File: config.mk
export PLATFORM = sky130hd
export DESIGN_NAME = servo_step_sequencer
export DESIGN_NICKNAME = d
export VERILOG_FILES = /design/src/rtl/servo_step_sequencer.sv
export SDC_FILE = /design/constraint.sdc
export NUM_CORES = 1
export LEC_CHECK = 0
export CAP_MARGIN = 5
export CORE_MARGIN = 8
export CORE_UTILIZATION = 45
export CTS_CLUSTER_DIAMETER = 150
export DETAILED_ROUTE_END_ITERATION = 16
export GPL_ROUTABILITY_DRIVEN = 0
export MAX_ROUTING_LAYER = met4
export PLACE_DENSITY = 0.69
export SYNTH_ARGS = -nofsm -noshare
export SYNTH_HDL_FRONTEND = slang
export SYNTH_SLANG_ARGS = --single-unit
export TNS_END_PERCENT = 30
File: constraint.sdc
create_clock -name clk -period 4.27 [get_ports clk]
set_clock_uncertainty 0.15 [all_clocks]
set_input_delay 0.427 -clock clk [delete_from_list [all_inputs] [get_ports clk]]
set_output_delay 0.427 -clock clk [all_outputs]
set_load 0.01 [all_outputs]
File: src/rtl/servo_step_sequencer.sv
// ---------------------------------------------------------------------------
// servo_step_sequencer
//
// Generates a fixed-period servo PWM frame and steps the pulse width through
// NUM_STEPS evenly spaced levels, holding each level for DWELL_FRAMES frames.
// The run-time mode selects hold, wrap-around loop, ping-pong or one-shot.
//
// Ports:
//   clk        in   system clock
//   rst_n      in   asynchronous active-low reset (synchronous release)
//   en         in   1 = sequencer advances, 0 = step and dwell frozen
//   mode       in   00 hold, 01 loop, 10 ping-pong, 11 one-shot
//   pwm        out  servo control pulse (registered)
//   step       out  current step index
//   frame_tick out  one-cycle pulse on the last cycle of every frame
//   done       out  one-shot sequence finished
//   led        out  toggles on every advance that changes step
//
// Optional feature macro: STOP_PULSE_EN
//   Defined:   while en=0, pwm is held low from the next frame boundary and
//              resumes with the stored width at the first boundary after en=1.
//   Undefined: pwm keeps pulsing the current width while en=0.
// ---------------------------------------------------------------------------
module servo_step_sequencer #(
  parameter int unsigned FRAME_CYC    = 1000000,
  parameter int unsigned MIN_CYC      = 50000,
  parameter int unsigned MAX_CYC      = 100000,
  parameter int unsigned NUM_STEPS    = 5,
  parameter int unsigned STEP_W       = 3,
  parameter int unsigned DWELL_FRAMES = 150
) (
  input  logic              clk,
  input  logic              rst_n,
  input  logic              en,
  input  logic [1:0]        mode,
  output logic              pwm,
  output logic [STEP_W-1:0] step,
  output logic              frame_tick,
  output logic              done,
  output logic              led
);

  localparam int unsigned CNT_W   = $clog2(FRAME_CYC + 1);
  localparam int unsigned DWELL_W = (DWELL_FRAMES > 1) ? $clog2(DWELL_FRAMES) : 1;

  localparam logic [CNT_W-1:0]   FRAME_LAST = CNT_W'(FRAME_CYC - 1);
  localparam logic [CNT_W-1:0]   FRAME_PRE  = CNT_W'(FRAME_CYC - 2);
  localparam logic [CNT_W-1:0]   WIDTH_MIN  = CNT_W'(MIN_CYC);
  localparam logic [CNT_W-1:0]   STEP_INC   = CNT_W'((MAX_CYC - MIN_CYC) / (NUM_STEPS - 1));
  localparam logic [DWELL_W-1:0] DWELL_LAST = DWELL_W'(DWELL_FRAMES - 1);
  localparam logic [STEP_W-1:0]  STEP_LAST  = STEP_W'(NUM_STEPS - 1);

  typedef enum logic [1:0] {
    MODE_HOLD     = 2'b00,
    MODE_LOOP     = 2'b01,
    MODE_PINGPONG = 2'b10,
    MODE_ONESHOT  = 2'b11
  } mode_e;

  typedef enum logic {
    DIR_UP   = 1'b0,
    DIR_DOWN = 1'b1
  } dir_e;

  mode_e mode_s;
  assign mode_s = mode_e'(mode);

  logic [CNT_W-1:0]   frame_cnt_q, frame_cnt_d;
  logic [DWELL_W-1:0] dwell_cnt_q, dwell_cnt_d;
  logic [STEP_W-1:0]  step_q, step_d;
  logic [CNT_W-1:0]   width_q, width_d;
  dir_e               dir_q, dir_d;
  logic               pwm_q, pwm_d;
  logic               frame_tick_q;
  logic               done_q, done_d;
  logic               led_q, led_d;
  logic               advance;
  logic               step_chg;
  logic               go_up;

`ifdef STOP_PULSE_EN
  logic hold_off_q;

  // Latched only at the frame boundary so a pulse is never cut short.
  always_ff @(posedge clk or negedge rst_n) begin
    if (!rst_n) begin
      hold_off_q <= 1'b0;
    end else if (frame_tick_q) begin
      hold_off_q <= ~en;
    end
  end
`endif

  always_comb begin
    frame_cnt_d = (frame_cnt_q == FRAME_LAST) ? '0 : frame_cnt_q + CNT_W'(1);
`ifdef STOP_PULSE_EN
    pwm_d = (frame_cnt_q < width_q) && !hold_off_q;
`else
    pwm_d = (frame_cnt_q < width_q);
`endif
  end

  // Ping-pong direction is taken from the stored dir, but an endpoint always
  // forces the legal direction so a mode switch can never under/overflow.
  assign go_up = (step_q == '0) || ((dir_q == DIR_UP) && (step_q != STEP_LAST));

  always_comb begin
    dwell_cnt_d = dwell_cnt_q;
    step_d      = step_q;
    width_d     = width_q;
    dir_d       = dir_q;
    done_d      = done_q;
    led_d       = led_q;
    advance     = 1'b0;
    step_chg    = 1'b0;

    if (mode_s != MODE_ONESHOT) begin
      done_d = 1'b0;
    end

    if (frame_tick_q && en) begin
      if (dwell_cnt_q == DWELL_LAST) begin
        dwell_cnt_d = '0;
        advance     = 1'b1;
      end else begin
        dwell_cnt_d = dwell_cnt_q + DWELL_W'(1);
      end
    end

    if (advance) begin
      unique case (mode_s)
        MODE_HOLD: begin
          step_chg = 1'b0;
        end
        MODE_LOOP: begin
          step_chg = 1'b1;
          if (step_q == STEP_LAST) begin
            step_d  = '0;
            width_d = WIDTH_MIN;
          end else begin
            step_d  = step_q + STEP_W'(1);
            width_d = width_q + STEP_INC;
          end
        end
        MODE_PINGPONG: begin
          step_chg = 1'b1;
          if (go_up) begin
            step_d  = step_q + STEP_W'(1);
            width_d = width_q + STEP_INC;
            dir_d   = (step_q + STEP_W'(1) == STEP_LAST) ? DIR_DOWN : DIR_UP;
          end else begin
            step_d  = step_q - STEP_W'(1);
            width_d = width_q - STEP_INC;
            dir_d   = (step_q == STEP_W'(1)) ? DIR_UP : DIR_DOWN;
          end
        end
        MODE_ONESHOT: begin
          if (done_q) begin
            step_chg = 1'b0;
          end else if (step_q == STEP_LAST) begin
            // Entering one-shot with the last step already reached (e.g.
            // after leaving a finished run) restarts the sequence.
            step_chg = 1'b1;
            step_d   = '0;
            width_d  = WIDTH_MIN;
            dir_d    = DIR_UP;
          end else begin
            step_chg = 1'b1;
            step_d   = step_q + STEP_W'(1);
            width_d  = width_q + STEP_INC;
            if (step_q + STEP_W'(1) == STEP_LAST) begin
              done_d = 1'b1;
            end
          end
        end
        default: begin
          step_chg = 1'b0;
        end
      endcase

      if (step_chg) begin
        led_d = ~led_q;
      end
    end
  end

  always_ff @(posedge clk or negedge rst_n) begin
    if (!rst_n) begin
      frame_cnt_q  <= '0;
      dwell_cnt_q  <= '0;
      step_q       <= '0;
      width_q      <= WIDTH_MIN;
      dir_q        <= DIR_UP;
      pwm_q        <= 1'b0;
      frame_tick_q <= 1'b0;
      done_q       <= 1'b0;
      led_q        <= 1'b0;
    end else begin
      frame_cnt_q  <= frame_cnt_d;
      // Registered one cycle early so it lines up with frame_cnt == FRAME_CYC-1.
      frame_tick_q <= (frame_cnt_q == FRAME_PRE);
      pwm_q        <= pwm_d;
      dwell_cnt_q  <= dwell_cnt_d;
      step_q       <= step_d;
      width_q      <= width_d;
      dir_q        <= dir_d;
      done_q       <= done_d;
      led_q        <= led_d;
    end
  end

  assign pwm        = pwm_q;
  assign step       = step_q;
  assign frame_tick = frame_tick_q;
  assign led        = led_q;
  // Gated by mode so leaving one-shot clears done in the same cycle.
  assign done       = done_q && (mode_s == MODE_ONESHOT);

endmodule

==> flow_metrics.env, run 1 <==
export IMPL_result_of_the_run="completed"
export IMPL_synthesis_instances=409
export IMPL_synth_largest_type_area_fraction_pct=33.4
export IMPL_filler_cell_count=708
export IMPL_setup_worst_path_end="width_q[17]"
export IMPL_syn_to_final_growth_pct=8.22
export IMPL_antenna_cells=0
export IMPL_critical_path_max_stage_delay_ns=0.52
export IMPL_powerDensity_nw_per_um2=226
export IMPL_max_slew_margin_rel_pct=51.4
export IMPL_synth_adder_area_share_pct=11.1
export IMPL_routed_wirelength_mm=7.68
export IMPL_post_cts_repair_setup_buffers=0
export IMPL_layout_nets=451
export IMPL_setup_total_negative_slack_ns=0
export IMPL_ys_warnings_count=0
export IMPL_grt_first_pass_wirelength_mm=13.5
export IMPL_cts_max_path_buffers=2
export IMPL_p_leak_uw=0.00176
export IMPL_final_max_slew_viol_count=0
export IMPL_count_of_instances_resized_after_the_clock_tree_is_built=0
export IMPL_root_buffer="sky130_fd_sc_hd__clkbuf_8"
export IMPL_synth_mux_area_fraction_pct=1.15
export IMPL_cts_made_buffers=5
export IMPL_synth_edf_count=0
export IMPL_layout_worst_path_cycle_share_pct=63.7
export IMPL_remaining_design_rule_violation_count=0
export IMPL_path_delay_family="simple AND/OR/NAND/NOR gates"
export IMPL_rr_worst_depth=7
export IMPL_crit_path_required_time_ns=4.34
export IMPL_number_of_buffers_and_inverters_on_the_critical_path=1
export IMPL_dp_hpwl_mm=5.64
export IMPL_rrSetupSlack_ns=1.55
export IMPL_ys_top_cells_by_area="sky130_fd_sc_hd__dfrtp_1 (33%), sky130_fd_sc_hd__ha_1 (11%), sky130_fd_sc_hd__dfstp_2 (4.4%)"
export IMPL_postSynth_asyncResetShare_pct=100
export IMPL_die_width_um=105
export IMPL_route_antenna_remaining_nets=0
export IMPL_timing_final_hold_violations=0
export IMPL_cp_cell_sequence="inv_1, ha_1, mux2_2, and2_1, nor2_1, a22oi_1, o31ai_1"
export IMPL_total_vias_in_the_final_route=2995
export IMPL_drive_gt1_share_pct=4.82
export IMPL_die_area_um2=11100
export IMPL_clock_fmax_mhz=368
export IMPL_cpMaxStageDelayCell="sky130_fd_sc_hd__nor2_1"
export IMPL_synth_top_family_by_area="compound AO/OA/AOI/OAI gates"
export IMPL_initial_antenna_violation_count=0
export IMPL_clock_sinks=54
export IMPL_grt_util_all_layers_pct=14.7
export IMPL_tightest_slew_ns=0.722
export IMPL_postSynthRegisterBits=54
export IMPL_grt_max_degree=55
export IMPL_cts_clk_slew_worst_paths_ns=0.10
export IMPL_ctsHoldBuffers=0
export IMPL_unrepaired_setup_endpoints_after_global_routing="false"
export IMPL_worst_setup_path_startpoint="step[0]"
export IMPL_cp_arrival_ns=2.78
export IMPL_avgRoutedWirePerCell_um=14.9
export IMPL_critical_path_startpoint_type="register"
export IMPL_first_global_vias=2818
export IMPL_compound_cell_area_share_of_the_yosys_netlist_pct=20.8
export IMPL_final_common_cell="sky130_fd_sc_hd__dfrtp_1"
export IMPL_tmin_final_ns=2.72
export IMPL_synthSimpleGateAreaFrac_pct=19.6
export IMPL_drtPass1Iterations=5
export IMPL_dieHeight_um=105
export IMPL_synth_unique_cells=50
export IMPL_min_path_type="in -> async"
export IMPL_fp_row_count=32
export IMPL_hold_ws_ns=0.0801
export IMPL_worst_r2r_endpoint="width_q[17]"
export IMPL_cp_depth=7
export IMPL_port_buffer_count=11
export IMPL_cts_tree="done"
export IMPL_detailedRoute_firstIterationViolations=144
export IMPL_initial_core_util_pct=46.5
export IMPL_yosysSeqAreaShare_pct=37.8
export IMPL_io_pin_count=12
export IMPL_setup_viol=0
export IMPL_netlist_area_um2=3590
export IMPL_fp_coreArea_um2=7730
export IMPL_max_cap_violations=0
export IMPL_yosys_area_share_xor_xnor_pct=4.87
export IMPL_path_class="reg -> reg"
export IMPL_grt_overflow_total=0
export IMPL_leading_area_contributor_after_synthesis="sky130_fd_sc_hd__dfrtp_1"
export IMPL_cp_end_kind="register"
export IMPL_worst_skew_pair_late_latency_ns=0.31
export IMPL_final_cell_mix="sky130_fd_sc_hd__dfrtp_1 (48), sky130_fd_sc_hd__nand2_1 (34), sky130_fd_sc_hd__ha_1 (32)"
export IMPL_vdd_ir_drop_max_v=0.000105
export IMPL_synthFlopType="sky130_fd_sc_hd__dfrtp_1"
export IMPL_routed_via_density=5.79
export IMPL_syn_avg_cell_area_um2=8.79
export IMPL_syn_num_nets=446
export IMPL_timing_rr_start="step[0]"
export IMPL_highest_net_fanout_along_the_worst_path=16
export IMPL_cts_htree_levels=2
[worst register-to-register path, stage by stage, from the launching register on]
cell,delay (ns)
sky130_fd_sc_hd__dfrtp_1,0.46
sky130_fd_sc_hd__inv_1,0.08
sky130_fd_sc_hd__ha_1,0.20
sky130_fd_sc_hd__mux2_2,0.39
sky130_fd_sc_hd__and2_1,0.39
sky130_fd_sc_hd__nor2_1,0.52
sky130_fd_sc_hd__a22oi_1,0.19
sky130_fd_sc_hd__o31ai_1,0.24
[power breakdown]
part | internal (uW) | switching [uW]
Clock | 175 | 172
Combinational | 5.69 | 13.9
Sequential | 511 | 0
Total | 692 | 186
[per-layer routing]
metal  GRT usage (%)  wire, um  up-vias
met5               -         0        -
li1                -         -     1492
met1            19.0      3640     1408
met3            2.50       362        8
met4            3.16        63        0
met2            23.6      3620       87
[final cells by class]
type | instances | area [um2] | area share (%)
multi-input cells | 313 | 2070 | 53.2
inverters | 27 | 101 | 2.61
well taps | 102 | 128 | 3.28
clock inverters | 2 | 37.5 | 0.965
flip-flops and latches | 54 | 1360 | 34.9
repair buffers | 13 | 120 | 3.09
clock buffers | 6 | 72.6 | 1.87
[worst min-delay path by stage]
stage	cells after the start	from	slack [ns]	end
2_1_floorplan	0	rst_n	-0.02	dir_q
3_3_place_gp	1	led	0.31	led
3_5_place_dp	1	led	0.31	led
4_1_cts	2	rst_n	0.12	step[0]
5_1_grt	2	rst_n	0.16	led
6_report	2	rst_n	0.08	dwell_cnt_q[5]
[synth_stat cells (11+ instances only)]
master	n
sky130_fd_sc_hd__nand2_1	34
sky130_fd_sc_hd__dfrtp_1	48
sky130_fd_sc_hd__nand3_1	15
sky130_fd_sc_hd__nand4_1	12
sky130_fd_sc_hd__inv_1	27
sky130_fd_sc_hd__a21oi_1	27
sky130_fd_sc_hd__ha_1	32
sky130_fd_sc_hd__nor3_1	14
sky130_fd_sc_hd__xnor2_1	11
sky130_fd_sc_hd__o21ai_0	27
sky130_fd_sc_hd__nor2_1	24
sky130_fd_sc_hd__a21o_1	12
[state kept, by name, indices dropped and copies added, names as in the netlist]
| signal | count |
|---|---|
| frame_cnt_q | 20 |
| width_q | 18 |
| dwell_cnt_q | 8 |
| step | 3 |
| dir_q | 1 |
| done_q | 1 |
| frame_tick | 1 |
| led | 1 |
| pwm | 1 |
[through the flow]
stage	std cells	total power (uW)	cell area [um2]	worst slack, ns	utilization [%]
after floorplan	409	526	3590	1.99	-
after global placement	509	542	3780	1.41	48.9
after detailed placement	509	542	3780	1.33	48.9
after CTS	517	889	3890	1.59	50.3
after global routing	517	907	3890	1.37	50.3
final	517	878	3890	1.55	50.3
[kinds of logic (layout without fill, tap and decap cells)]
logic type / Yosys count / in the layout
xor gates and xnor gates: 20 / 20
AOI/OAI and AO/OA: 120 / 120
buffers and inverters: 42 / 48
muxes: 4 / 4
DFF: 54 / 54
adders and majority gates: 32 / 32
and+or+nand+nor: 137 / 137
(Power assumes the default switching activity.)
==> run 2, diff against run 1 <==
- clock period: 4.27 -> 2.8 ns (I/O delays scaled with it)
==> run 2 against run 1 <==
Effect of this change:
- routed wire length rose by 6.0%
- die area did not move
- critical path depth up 1
- utilization grew 1.1 points
- cell count grew 2.1%
- combinational power rose by 67%
- critical path type unchanged
- critical endpoint is now width_q[18]
- largest cell class unchanged
- highest routed layer unchanged
==> flow_metrics.env, run 2 (synthesis results as in run 1) <==
export IMPL_fp_row_count=32
export IMPL_post_layout_total_power_uw=1350
export IMPL_die_width_um=105
export IMPL_filler_cell_count=721
export IMPL_seqPwrFrac_pct=57.8
export IMPL_clock_fmax_mhz=395
export IMPL_tmin_final_ns=2.53
export IMPL_path_class="reg -> reg"
export IMPL_initial_antenna_violation_count=0
export IMPL_critical_path_startpoint_type="register"
export IMPL_drive_gt1_share_pct=7.04
export IMPL_io_pin_count=12
export IMPL_post_cts_repair_setup_buffers=0
export IMPL_power_share_combinational_pct=2.4
export IMPL_multi_input_comb_area_um2=2070
export IMPL_drtPass1Iterations=4
export IMPL_dp_hpwl_mm=6.07
export IMPL_timing_rr_start="step[0]"
export IMPL_first_global_vias=2946
export IMPL_setup_total_negative_slack_ns=0
export IMPL_regArea_um2=1360
export IMPL_antenna_cells=0
export IMPL_grt_util_all_layers_pct=15.2
export IMPL_avgRoutedWirePerCell_um=15.4
export IMPL_cts_made_buffers=5
export IMPL_remaining_design_rule_violation_count=0
export IMPL_grt_overflow_total=0
export IMPL_layout_worst_path_cycle_share_pct=90.5
export IMPL_powerDensity_nw_per_um2=339
export IMPL_final_common_cell="sky130_fd_sc_hd__dfrtp_1"
export IMPL_routed_wirelength_mm=8.14
export IMPL_biggest_register="frame_cnt_q"
export IMPL_layout_nets=462
export IMPL_final_max_slew_viol_count=0
export IMPL_hold_path_endpoint="led"
export IMPL_port_buffer_count=11
export IMPL_cts_clk_slew_worst_paths_ns=0.10
export IMPL_routed_via_density=5.83
export IMPL_p_clk_share_pct=39.7
export IMPL_grt_first_pass_wirelength_mm=13.9
export IMPL_unrepaired_setup_endpoints_after_global_routing="false"
export IMPL_reg_largest_list="frame_cnt_q (20), width_q (18), dwell_cnt_q (8)"
export IMPL_highest_net_fanout_along_the_worst_path=13
export IMPL_cp_arrival_ns=2.61
export IMPL_cp_end_kind="register"
export IMPL_dieHeight_um=105
export IMPL_rr_worst_depth=8
export IMPL_cts_tree="done"
export IMPL_sw_frac_of_total_pct=21.5
export IMPL_wl_met3_um=360
export IMPL_die_area_um2=11100
export IMPL_p_leak_uw=0.00181
export IMPL_hold_path_depth=1
export IMPL_max_ffs_per_register=20
export IMPL_worst_skew_pair_late_latency_ns=0.31
export IMPL_hold_path_startpoint="led"
export IMPL_core_utilization_of_the_finished_layout_pct=51.4
export IMPL_tightest_slew_ns=0.805
export IMPL_final_cell_mix="sky130_fd_sc_hd__dfrtp_1 (48), sky130_fd_sc_hd__nand2_1 (34), sky130_fd_sc_hd__ha_1 (32)"
export IMPL_timing_final_hold_violations=0
export IMPL_initial_core_util_pct=46.5
export IMPL_clock_sinks=54
export IMPL_met1_length_mm=3.94
export IMPL_vdd_ir_drop_max_v=0.000204
export IMPL_min_path_type="reg -> reg"
export IMPL_max_cap_violations=0
export IMPL_met2_wirelength_mm=3.74
export IMPL_top_signal_layer_used="met4"
export IMPL_result_of_the_run="completed"
export IMPL_max_slew_margin_rel_pct=46.3
export IMPL_syn_to_final_growth_pct=10.6
export IMPL_setup_viol=0
export IMPL_cts_htree_levels=2
export IMPL_fp_coreArea_um2=7730
export IMPL_netSwitchingPower_uw=290
export IMPL_root_buffer="sky130_fd_sc_hd__clkbuf_8"
export IMPL_detailedRoute_firstIterationViolations=162
export IMPL_grt_max_degree=36
export IMPL_crit_path_required_time_ns=2.88
export IMPL_worst_r2r_endpoint="width_q[18]"
export IMPL_rrSetupSlack_ns=0.27
export IMPL_total_vias_in_the_final_route=3079
export IMPL_route_antenna_remaining_nets=0
export IMPL_internal_power_uw=1060
export IMPL_cts_max_path_buffers=2
[run 2: cell types whose count changed in the layout (fill, tap and decap cells not counted)]
cell / previous run / this run
sky130_fd_sc_hd__buf_4: 2 / 12
sky130_fd_sc_hd__dlygate4sd3_1: 0 / 1
[run 2: area by class of cell]
type	instances	share of cell area, %
Multi-Input combinational cell	313	52.1
Tap cell	102	3.21
Sequential cell	54	34.2
Timing Repair Buffer	24	5.16
Inverter	27	2.55
Clock buffer	6	1.83
Clock inverter	2	0.945
[run 2: worst max path at each step]
stage               startpoint           to  slack, ns  cells past startpoint
detailed placement     mode[1]  width_q[19]       0.14                      7
global placement       mode[1]  width_q[19]       0.20                      7
floorplan              step[0]  width_q[19]       0.52                      9
CTS                    step[0]  width_q[18]       0.29                      8
finish                 step[0]  width_q[18]       0.27                      8
global route           step[0]  width_q[18]       0.13                      8
[run 2: timing repair]
action / 4_1_cts / 5_1_grt
gates resized for setup: 0 / 0
setup endpoints to repair: 0 / 0
hold endpoints to repair: 27 / 0
hold buffers: 1 / 0
[run 2: stage by stage]
stage / instances / hold WS (ns) / cell area (um2) / setup WS (ns)
6_report: 528 / 0.327 / 3970 / 0.266
5_1_grt: 528 / 0.357 / 3970 / 0.125
4_1_cts: 528 / 0.329 / 3970 / 0.292
3_5_place_dp: 519 / 0.275 / 3850 / 0.141
3_3_place_gp: 519 / 0.265 / 3850 / 0.201
2_1_floorplan: 409 / -0.166 / 3590 / 0.519
[run 2: power by group through the flow]
stage	clock, uW	combinational (uW)	sequential (uW)
2_1_floorplan	0	7.17	795
3_3_place_gp	0	32.4	795
3_5_place_dp	0	33.6	795
4_1_cts	545	34.7	780
5_1_grt	570	38.1	780
6_report	535	32.8	780
[run 2: layer usage]
metal	track usage (%)	up-vias
li1	-	1520
met1	19.7	1479
met2	24.4	71
met3	2.13	9
met4	4.08	0
met5	-	-
[run 2: worst max-delay path, stage by stage (launching register included)]
cell and delay [ns]:
sky130_fd_sc_hd__dfrtp_1 0.44, sky130_fd_sc_hd__inv_1 0.08, sky130_fd_sc_hd__ha_1 0.19, sky130_fd_sc_hd__mux2_2 0.39
sky130_fd_sc_hd__nand2_1 0.38, sky130_fd_sc_hd__nand2_1 0.31, sky130_fd_sc_hd__o32ai_1 0.22, sky130_fd_sc_hd__a21oi_1 0.11
sky130_fd_sc_hd__a41oi_1 0.16
